--- src/rtl/csr_lhs_packer.sv ---
// Row-major dense-to-CSR encoder feeding the SpMM lhs port.
// Nonzeros are compacted into N-slot batches; overflowing matrices continue in output-stationary batches.
module csr_lhs_packer #(
  parameter  int unsigned N       = 16,
  parameter  int unsigned W       = 8,
  localparam int unsigned LG_N    = (N > 1) ? $clog2(N) : 1,
  localparam int unsigned DB_LG_N = 2 * LG_N,
  localparam int unsigned CNT_W   = LG_N + 1
) (
  input  logic               clock,
  input  logic               reset,
  input  logic               in_valid,
  input  logic [W-1:0]       in_data,
  output logic               in_ready,
  input  logic               cfg_ws,
  input  logic               lhs_ready_ns,
  input  logic               lhs_ready_ws,
  input  logic               lhs_ready_os,
  input  logic               lhs_ready_wos,
  output logic               lhs_start,
  output logic               lhs_ws,
  output logic               lhs_os,
  output logic [DB_LG_N-1:0] lhs_ptr  [N],
  output logic [LG_N-1:0]    lhs_col  [N],
  output logic [W-1:0]       lhs_data [N],
  output logic               mat_done,
  output logic [31:0]        num_el
);

  typedef enum logic {
    S_FILL = 1'b0,
    S_SEND = 1'b1
  } state_e;

  state_e               state_q, state_d;
  logic [LG_N-1:0]      row_q, row_d;
  logic [LG_N-1:0]      col_q, col_d;
  logic [CNT_W-1:0]     cnt_q, cnt_d;
  logic [DB_LG_N-1:0]   ptr_q [N];
  logic [DB_LG_N-1:0]   ptr_d [N];
  logic [LG_N-1:0]      slot_col_q [N];
  logic [LG_N-1:0]      slot_col_d [N];
  logic [W-1:0]         slot_data_q [N];
  logic [W-1:0]         slot_data_d [N];
  logic                 ws_q, ws_d;
  logic                 os_q, os_d;
  logic                 final_q, final_d;
  logic                 sel_ready_c;
  logic                 last_el_c;

  // Only the ready line matching the current batch mode can release it.
  always_comb begin
    sel_ready_c = 1'b0;
    unique case ({ws_q, os_q})
      2'b00: sel_ready_c = lhs_ready_ns;
      2'b10: sel_ready_c = lhs_ready_ws;
      2'b01: sel_ready_c = lhs_ready_os;
      2'b11: sel_ready_c = lhs_ready_wos;
      default: sel_ready_c = 1'b0;
    endcase
  end

  assign last_el_c = (row_q == LG_N'(N - 1)) && (col_q == LG_N'(N - 1));

  always_comb begin
    state_d     = state_q;
    row_d       = row_q;
    col_d       = col_q;
    cnt_d       = cnt_q;
    ptr_d       = ptr_q;
    slot_col_d  = slot_col_q;
    slot_data_d = slot_data_q;
    ws_d        = ws_q;
    os_d        = os_q;
    final_d     = final_q;
    in_ready    = 1'b0;
    lhs_start   = 1'b0;
    mat_done    = 1'b0;

    unique case (state_q)
      S_FILL: begin
        in_ready = !reset;
        if (in_valid && !reset) begin
          if ((row_q == '0) && (col_q == '0)) ws_d = cfg_ws;
          if (in_data != '0) begin
            slot_col_d[cnt_q[LG_N-1:0]]  = col_q;
            slot_data_d[cnt_q[LG_N-1:0]] = in_data;
            cnt_d = cnt_q + CNT_W'(1);
          end
          if (col_q == LG_N'(N - 1)) begin
            ptr_d[row_q] = DB_LG_N'(cnt_d);
            col_d = '0;
            row_d = (row_q == LG_N'(N - 1)) ? '0 : row_q + LG_N'(1);
          end else begin
            col_d = col_q + LG_N'(1);
          end
          if (last_el_c) begin
            final_d = 1'b1;
            state_d = S_SEND;
          end else if (cnt_d == CNT_W'(N)) begin
            // Rows still open at an overflow flush end at the batch fill level.
            final_d = 1'b0;
            state_d = S_SEND;
            for (int unsigned i = 0; i < N; i++) begin
              if (LG_N'(i) >= row_d) ptr_d[i] = DB_LG_N'(cnt_d);
            end
          end
        end
      end
      S_SEND: begin
        lhs_start = sel_ready_c;
        mat_done  = sel_ready_c & final_q;
        if (sel_ready_c) begin
          state_d = S_FILL;
          cnt_d   = '0;
          final_d = 1'b0;
          for (int unsigned i = 0; i < N; i++) begin
            ptr_d[i]       = '0;
            slot_col_d[i]  = '0;
            slot_data_d[i] = '0;
          end
          if (final_q) begin
            row_d = '0;
            col_d = '0;
            os_d  = 1'b0;
          end else begin
            os_d  = 1'b1;
          end
        end
      end
      default: state_d = S_FILL;
    endcase
  end

  always_ff @(posedge clock) begin
    if (reset) begin
      state_q <= S_FILL;
      row_q   <= '0;
      col_q   <= '0;
      cnt_q   <= '0;
      ws_q    <= 1'b0;
      os_q    <= 1'b0;
      final_q <= 1'b0;
      for (int unsigned i = 0; i < N; i++) begin
        ptr_q[i]       <= '0;
        slot_col_q[i]  <= '0;
        slot_data_q[i] <= '0;
      end
    end else begin
      state_q     <= state_d;
      row_q       <= row_d;
      col_q       <= col_d;
      cnt_q       <= cnt_d;
      ws_q        <= ws_d;
      os_q        <= os_d;
      final_q     <= final_d;
      ptr_q       <= ptr_d;
      slot_col_q  <= slot_col_d;
      slot_data_q <= slot_data_d;
    end
  end

  assign lhs_ws   = ws_q;
  assign lhs_os   = os_q;
  assign lhs_ptr  = ptr_q;
  assign lhs_col  = slot_col_q;
  assign lhs_data = slot_data_q;
  assign num_el   = 32'(N);

endmodule

--- config.mk ---
export PLATFORM = sky130hd
export DESIGN_NAME = csr_lhs_packer
export DESIGN_NICKNAME = d
export VERILOG_FILES = /design/src/rtl/csr_lhs_packer.sv
export SDC_FILE = /design/constraint.sdc
export NUM_CORES = 1
export LEC_CHECK = 0
export CAP_MARGIN = 20
export CORE_ASPECT_RATIO = 1.4
export CORE_MARGIN = 3
export CORE_UTILIZATION = 40
export CTS_CLUSTER_DIAMETER = 30
export DETAILED_ROUTE_END_ITERATION = 16
export GPL_TIMING_DRIVEN = 0
export PLACE_DENSITY = 0.69
export RECOVER_POWER = 50
export SYNTH_ARGS = -nofsm -noshare
export SYNTH_HDL_FRONTEND = slang
export SYNTH_SLANG_ARGS = --single-unit
--- constraint.sdc ---
create_clock -name clock -period 4.6 [get_ports clock]
set_clock_uncertainty 0.05 [all_clocks]
set_input_delay 1.15 -clock clock [delete_from_list [all_inputs] [get_ports clock]]
set_output_delay 1.15 -clock clock [all_outputs]
set_load 0.01 [all_outputs]
== Yosys cells after proc, flatten, opt, wreduce, memory -nomap -nowiden ==
Cells that the tools add are included.

* Add/sub/neg operators: 3
* $mul: 0
* Div/mod/pow operators: 0
* Magnitude comparators: 20
* Equality and inequality tests: 11
* Shifts and indexed selects: 0
* Mux-type cells: 70
* Bitwise gates (word level): 4
* Reductions and logical operators: 16

{| class="wikitable"
|+ Operators by type and width
! operator !! number
|-
| $mux 128 || 7
|-
| $pmux 128 s2 || 2
|-
| $bwmux 128 || 2
|-
| $mux 64 || 3
|-
| $mux 8 || 18
|-
| $pmux 64 s2 || 1
|-
| $bwmux 64 || 1
|-
| $demux 8 s4 || 2
|-
| $mux 4 || 10
|-
| $ge 4x4->1 const A || 8
|-
| $mux 5 || 5
|-
| $demux 4 s4 || 1
|-
| $ge 3x4->1 const A || 4
|-
| $pmux 4 s2 || 2
|-
| $mux 1 || 12
|-
| $reduce_and 3->1 || 4
|-
| $ge 5x5->1 const B || 2
|-
| $lt 5x1->1 const B || 2
|-
| $not 4->5 || 2
|-
| $pmux 5 s2 || 1
|-
| $add 4x1->4 const B || 2
|-
| $eq 4x4->1 const B || 2
|-
| $ge 1x4->1 const A || 2
|-
| $ge 2x4->1 const A || 2
|-
| 17 further kinds || 27
|}

* Bits in registers: 337
* Latch bits: 0
* Bits in writable memories: 0
* Bits in read-only memories: 0
* Bits of input ports: 16
* Output and inout bits: 357
* Word-level logic and storage cells: 179
* Memories kept: 0

== Logic depth before layout (Yosys ltp) ==
* Depth in word-level cells: 12
* Depth in mapped cells: 10
* Depth with buffers taken out: 8

== Least setup slack after synthesis ==
OpenSTA, ideal clock, no wires.

* Kind: input-to-output
* Start: in reset
* End: out in_ready
* Arrival time: 2.247 ns
* Data required time: 3.400 ns
* Path slack: 1.153 ns
* Stages: 5
* Buffers on the path: 4
* Cell sequence: clkbuf_1 -> clkbuf_1 -> clkbuf_1 -> clkbuf_1 -> nor2_1

* Word-level cells in the longest chain between the ends: 2

{| class="wikitable"
|+ RTL lines
! what !! RTL line !! text
|-
| start, declared || 11 || <nowiki>input logic reset,</nowiki>
|-
| $logic_not 1->1 || 82 || <nowiki>in_ready = !reset;</nowiki>
|-
| $mux 1 || 80 || <nowiki>unique case (state_q)</nowiki>
|-
| end, declared || 14 || <nowiki>output logic in_ready,</nowiki>
|}

Every way passes these cells.

== Final worst setup path ==
* Start: in lhs_ready_wos
* End: out lhs_start

* Word-level cells in the longest chain between the ends: 2

{| class="wikitable"
|+ RTL lines
! what !! RTL line !! text
|-
| start, declared || 19 || <nowiki>input logic lhs_ready_wos,</nowiki>
|-
| $pmux 1 s4 || 54 || <nowiki>unique case ({ws_q, os_q})</nowiki>
|-
| $mux 1 || 80 ||
|-
| end, declared || 20 || <nowiki>output logic lhs_start,</nowiki>
|}

Every way passes these cells.

==> out/metrics.yaml <==
outcome:
  status: "completed"
setup_path:
  crit_required_ps: 3400
  startpoint_type: "input pin"
  r2r-start: "cnt_q[0]"
  reg2reg_to: "lhs_ptr[44]"
  endpoint: "lhs_start"
  worstPathMaxFanout: 9
  crit_type: "in -> out"
  critPathCaptureType: "output pin"
  reg2reg_slack_ps: 1090
  ff2ff_path_depth: 8
  worstSetupStartpoint: "lhs_ready_wos"
  cp.arrival_ps: 3010
pwr:
  cell_internal_pwr_w: 0.00574
  ir_drop_uv: 299
  power.density_nw_per_um2: 385
  total_power_w: 0.00746
  seqPwrFrac_pct: 39.4
  combPwrFrac_pct: 3.9
  leakagePower_nw: 8.09
  sw_frac_of_total_pct: 23.0
  clockPowerShare_pct: 56.8
  switchingPower_w: 0.00171
sta:
  rsz0062_at_grt: "false"
  fin_crit_ps: 4210
  period_share_pct: 91.5
  holdWs_ps: 394
  slew_headroom_pct: 35.3
  worst_slack_ps: 392
  finalMaxSlewViolations: 0
  max_freq_ghz: 0.238
  hold_viol: 0
  setup_viol: 0
  worst_slew_pin_slew_ps: 970
detailed_routing:
  vias: 13400
  avgViaCountPerCell: 5.58
  drc: 0
  drtAntennaViolNets: 0
  drtIter0Drc: 1043
  post_drt_wl_per_cell_um: 22.3
  wirelength_um: 53700
  firstDrtPassIters: 5
global_route:
  antenna_found_initial: 0
  first_global_vias: 13600
  grt_pass1_wl_um: 81200
  grt.overflow.total: 0
  grt.total_usage_pct: 28.8
  grt_max_degree: 14
synthesis:
  synth.most_common_cell: "dfxtp_1"
  synth_cell_types: 76
  ys_seq_elements: 337
  ys_warn_count: 0
  yosysTopAreaCellShare_pct: 50.3
  syn_area_per_cell_um2: 8.93
  synth_area_leaders: "dfxtp_1 50%, a22oi_1 11%, nor2_1 7.1%, a21oi_1 3.1%, o21ai_0 3.1%"
  yosysTopAreaCell: "dfxtp_1"
  async_flop_share_pct: 0
  yosysSeqAreaShare_pct: 50.3
  synth_cells: 1502
  synth_top_cells_by_count: "337 x dfxtp_1, 253 x nor2_1, 202 x a22oi_1"
  synth-edff-count: 0
  synth-main-ff-cell: "dfxtp_1"
  synth_area_um2: 13400
place:
  dp_slack_ps: -57.9
  place_inst: 2312
  portBuffers: 339
  hpwlAfterDp_um: 39500
  place_congestion: 0.993
clocking:
  cts_max_level: 2
  cts_sinks: 337
  root_buffer: "clkbuf_16"
  cts_tree: "yes"
  cts_buffers: 53
  cts_buffer_depth: 3
  clock_latency_ps: 550
  clkSlewWorstSetupHoldPaths_ps: 50
die:
  die_area_um2: 35800
  start_util_pct: 41.0
  row_count: 78
  die_y_um: 223
  die_w_um: 161
  io-pin-count: 373
  core-area_um2: 32700
run:
  cap_violations: 0
final_layout:
  insertedDiodeCount: 0
  fin_util_pct: 59.3
  final_layout_size_suffix_gt1_share_pct: 9.15
  final_nets: 1952
  seqCellArea_um2: 6750
  multi_input_area_um2: 5920
  area_growth_pct: 44.5
  finalNonFillerCells: 2408
  num-fill-cells: 2919
worst_hold_path:
  hold_class: "reg -> reg"
==> metrics by stage <==
| stage | TNS, ps | cell area (µm²) |
|---|---|---|
| floorplan | 0 | 13500 |
| global route | 0 | 19400 |
| finish | 0 | 19400 |
| global placement | -90.8 | 17500 |
| CTS | 0 | 19400 |
| detailed placement | -57.9 | 17500 |
==> worst min-delay path by stage <==
stage / start / to / slack, ps / depth (start not counted)
floorplan: lhs_ptr[77] / lhs_ptr[77] / 410 / 2
global placement: lhs_ptr[78] / lhs_ptr[78] / 390 / 2
detailed placement: lhs_ptr[78] / lhs_ptr[78] / 390 / 2
CTS: lhs_ptr[78] / lhs_ptr[78] / 400 / 2
global route: lhs_ptr[78] / lhs_ptr[78] / 420 / 2
finish: lhs_ptr[78] / lhs_ptr[78] / 390 / 2
==> power by group through the flow <==
stage               Combinational, W  Clock (W)  Sequential [W]
floorplan                   0.000162          0         0.00300
global placement            0.000283          0         0.00300
detailed placement          0.000285          0         0.00300
CTS                         0.000287    0.00426         0.00294
global route                0.000309    0.00441         0.00294
finish                      0.000289    0.00423         0.00294
==> worst max-delay path, stage by stage <==
cell	delay, ps
clkdlybuf4s50_1	400
mux4_2	540
nand2_1	230
inv_2	170
clkdlybuf4s50_1	510
==> cell usage in the layout (no fill, tap or decap), types with 7 or more instances in the layout <==
master	n
o21ai_0	82
buf_4	32
clkbuf_8	9
nor3b_1	34
and3_1	28
nor2_1	253
dlygate4sd3_1	323
inv_1	22
clkdlybuf4s50_1	16
buf_1	11
bufinv_16	8
inv_6	8
ha_1	10
conb_1	32
clkbuf_1	102
a22oi_1	202
a21oi_1	82
nor4_1	7
nor3_1	25
dfxtp_1	337
nand3_1	22
and2_1	22
a211oi_1	21
o211ai_1	9
nand2_1	50
buf_2	17
clkbuf_16	53
o21ai_2	11
==> repair_timing <==
| action | CTS | global route |
|---|---|---|
| buffers inserted | 0 | 0 |
| setup endpoints to repair | 1 | 1 |
| resized for setup | 1 | 0 |
| hold buffers | 0 | 0 |
| cloned | 0 | 0 |
==> registers in the layout, summed over array words and instances (netlist names), 4 cells and up <==
| signal | cells |
|---|---|
| lhs_data | 128 |
| lhs_ptr | 128 |
| lhs_col | 64 |
| cnt_q | 5 |
| col_q | 4 |
| row_q | 4 |
==> per-layer routing <==
layer | vias up | part of all wire (%) | global-route usage, %
met4 | 0 | 5.3 | 14.4
met3 | 160 | 8.4 | 7.53
met1 | 6408 | 35 | 30.7
li1 | 6213 | - | -
met5 | - | 0 | 0
met2 | 660 | 51 | 52.1
==> logic make-up after synthesis <==
| kind of cell | after synthesis | share of synthesized area, % |
|---|---|---|
| AND/OR/NAND/NOR | 478 | 17.0 |
| buffers and inverters | 187 | 6.35 |
| other | 2 | 0.0560 |
| XOR/XNOR | 9 | 0.588 |
| adder cells (fa/ha/maj) | 10 | 0.933 |
| flip-flops | 337 | 50.3 |
| multiplexers | 5 | 0.467 |
| AO/OA/AOI/OAI | 474 | 24.3 |
==> area by class of cell <==
class | instances | area share, %
sequential | 337 | 34.8
inverter | 23 | 0.445
clock inverter | 33 | 2.32
buffer | 163 | 3.94
multi-input combinational | 1008 | 30.6
clock buffer | 64 | 7.52
timing repair buffer | 340 | 17.6
tap | 440 | 2.84
No activity file was read; power rests on OpenSTA's default activity.
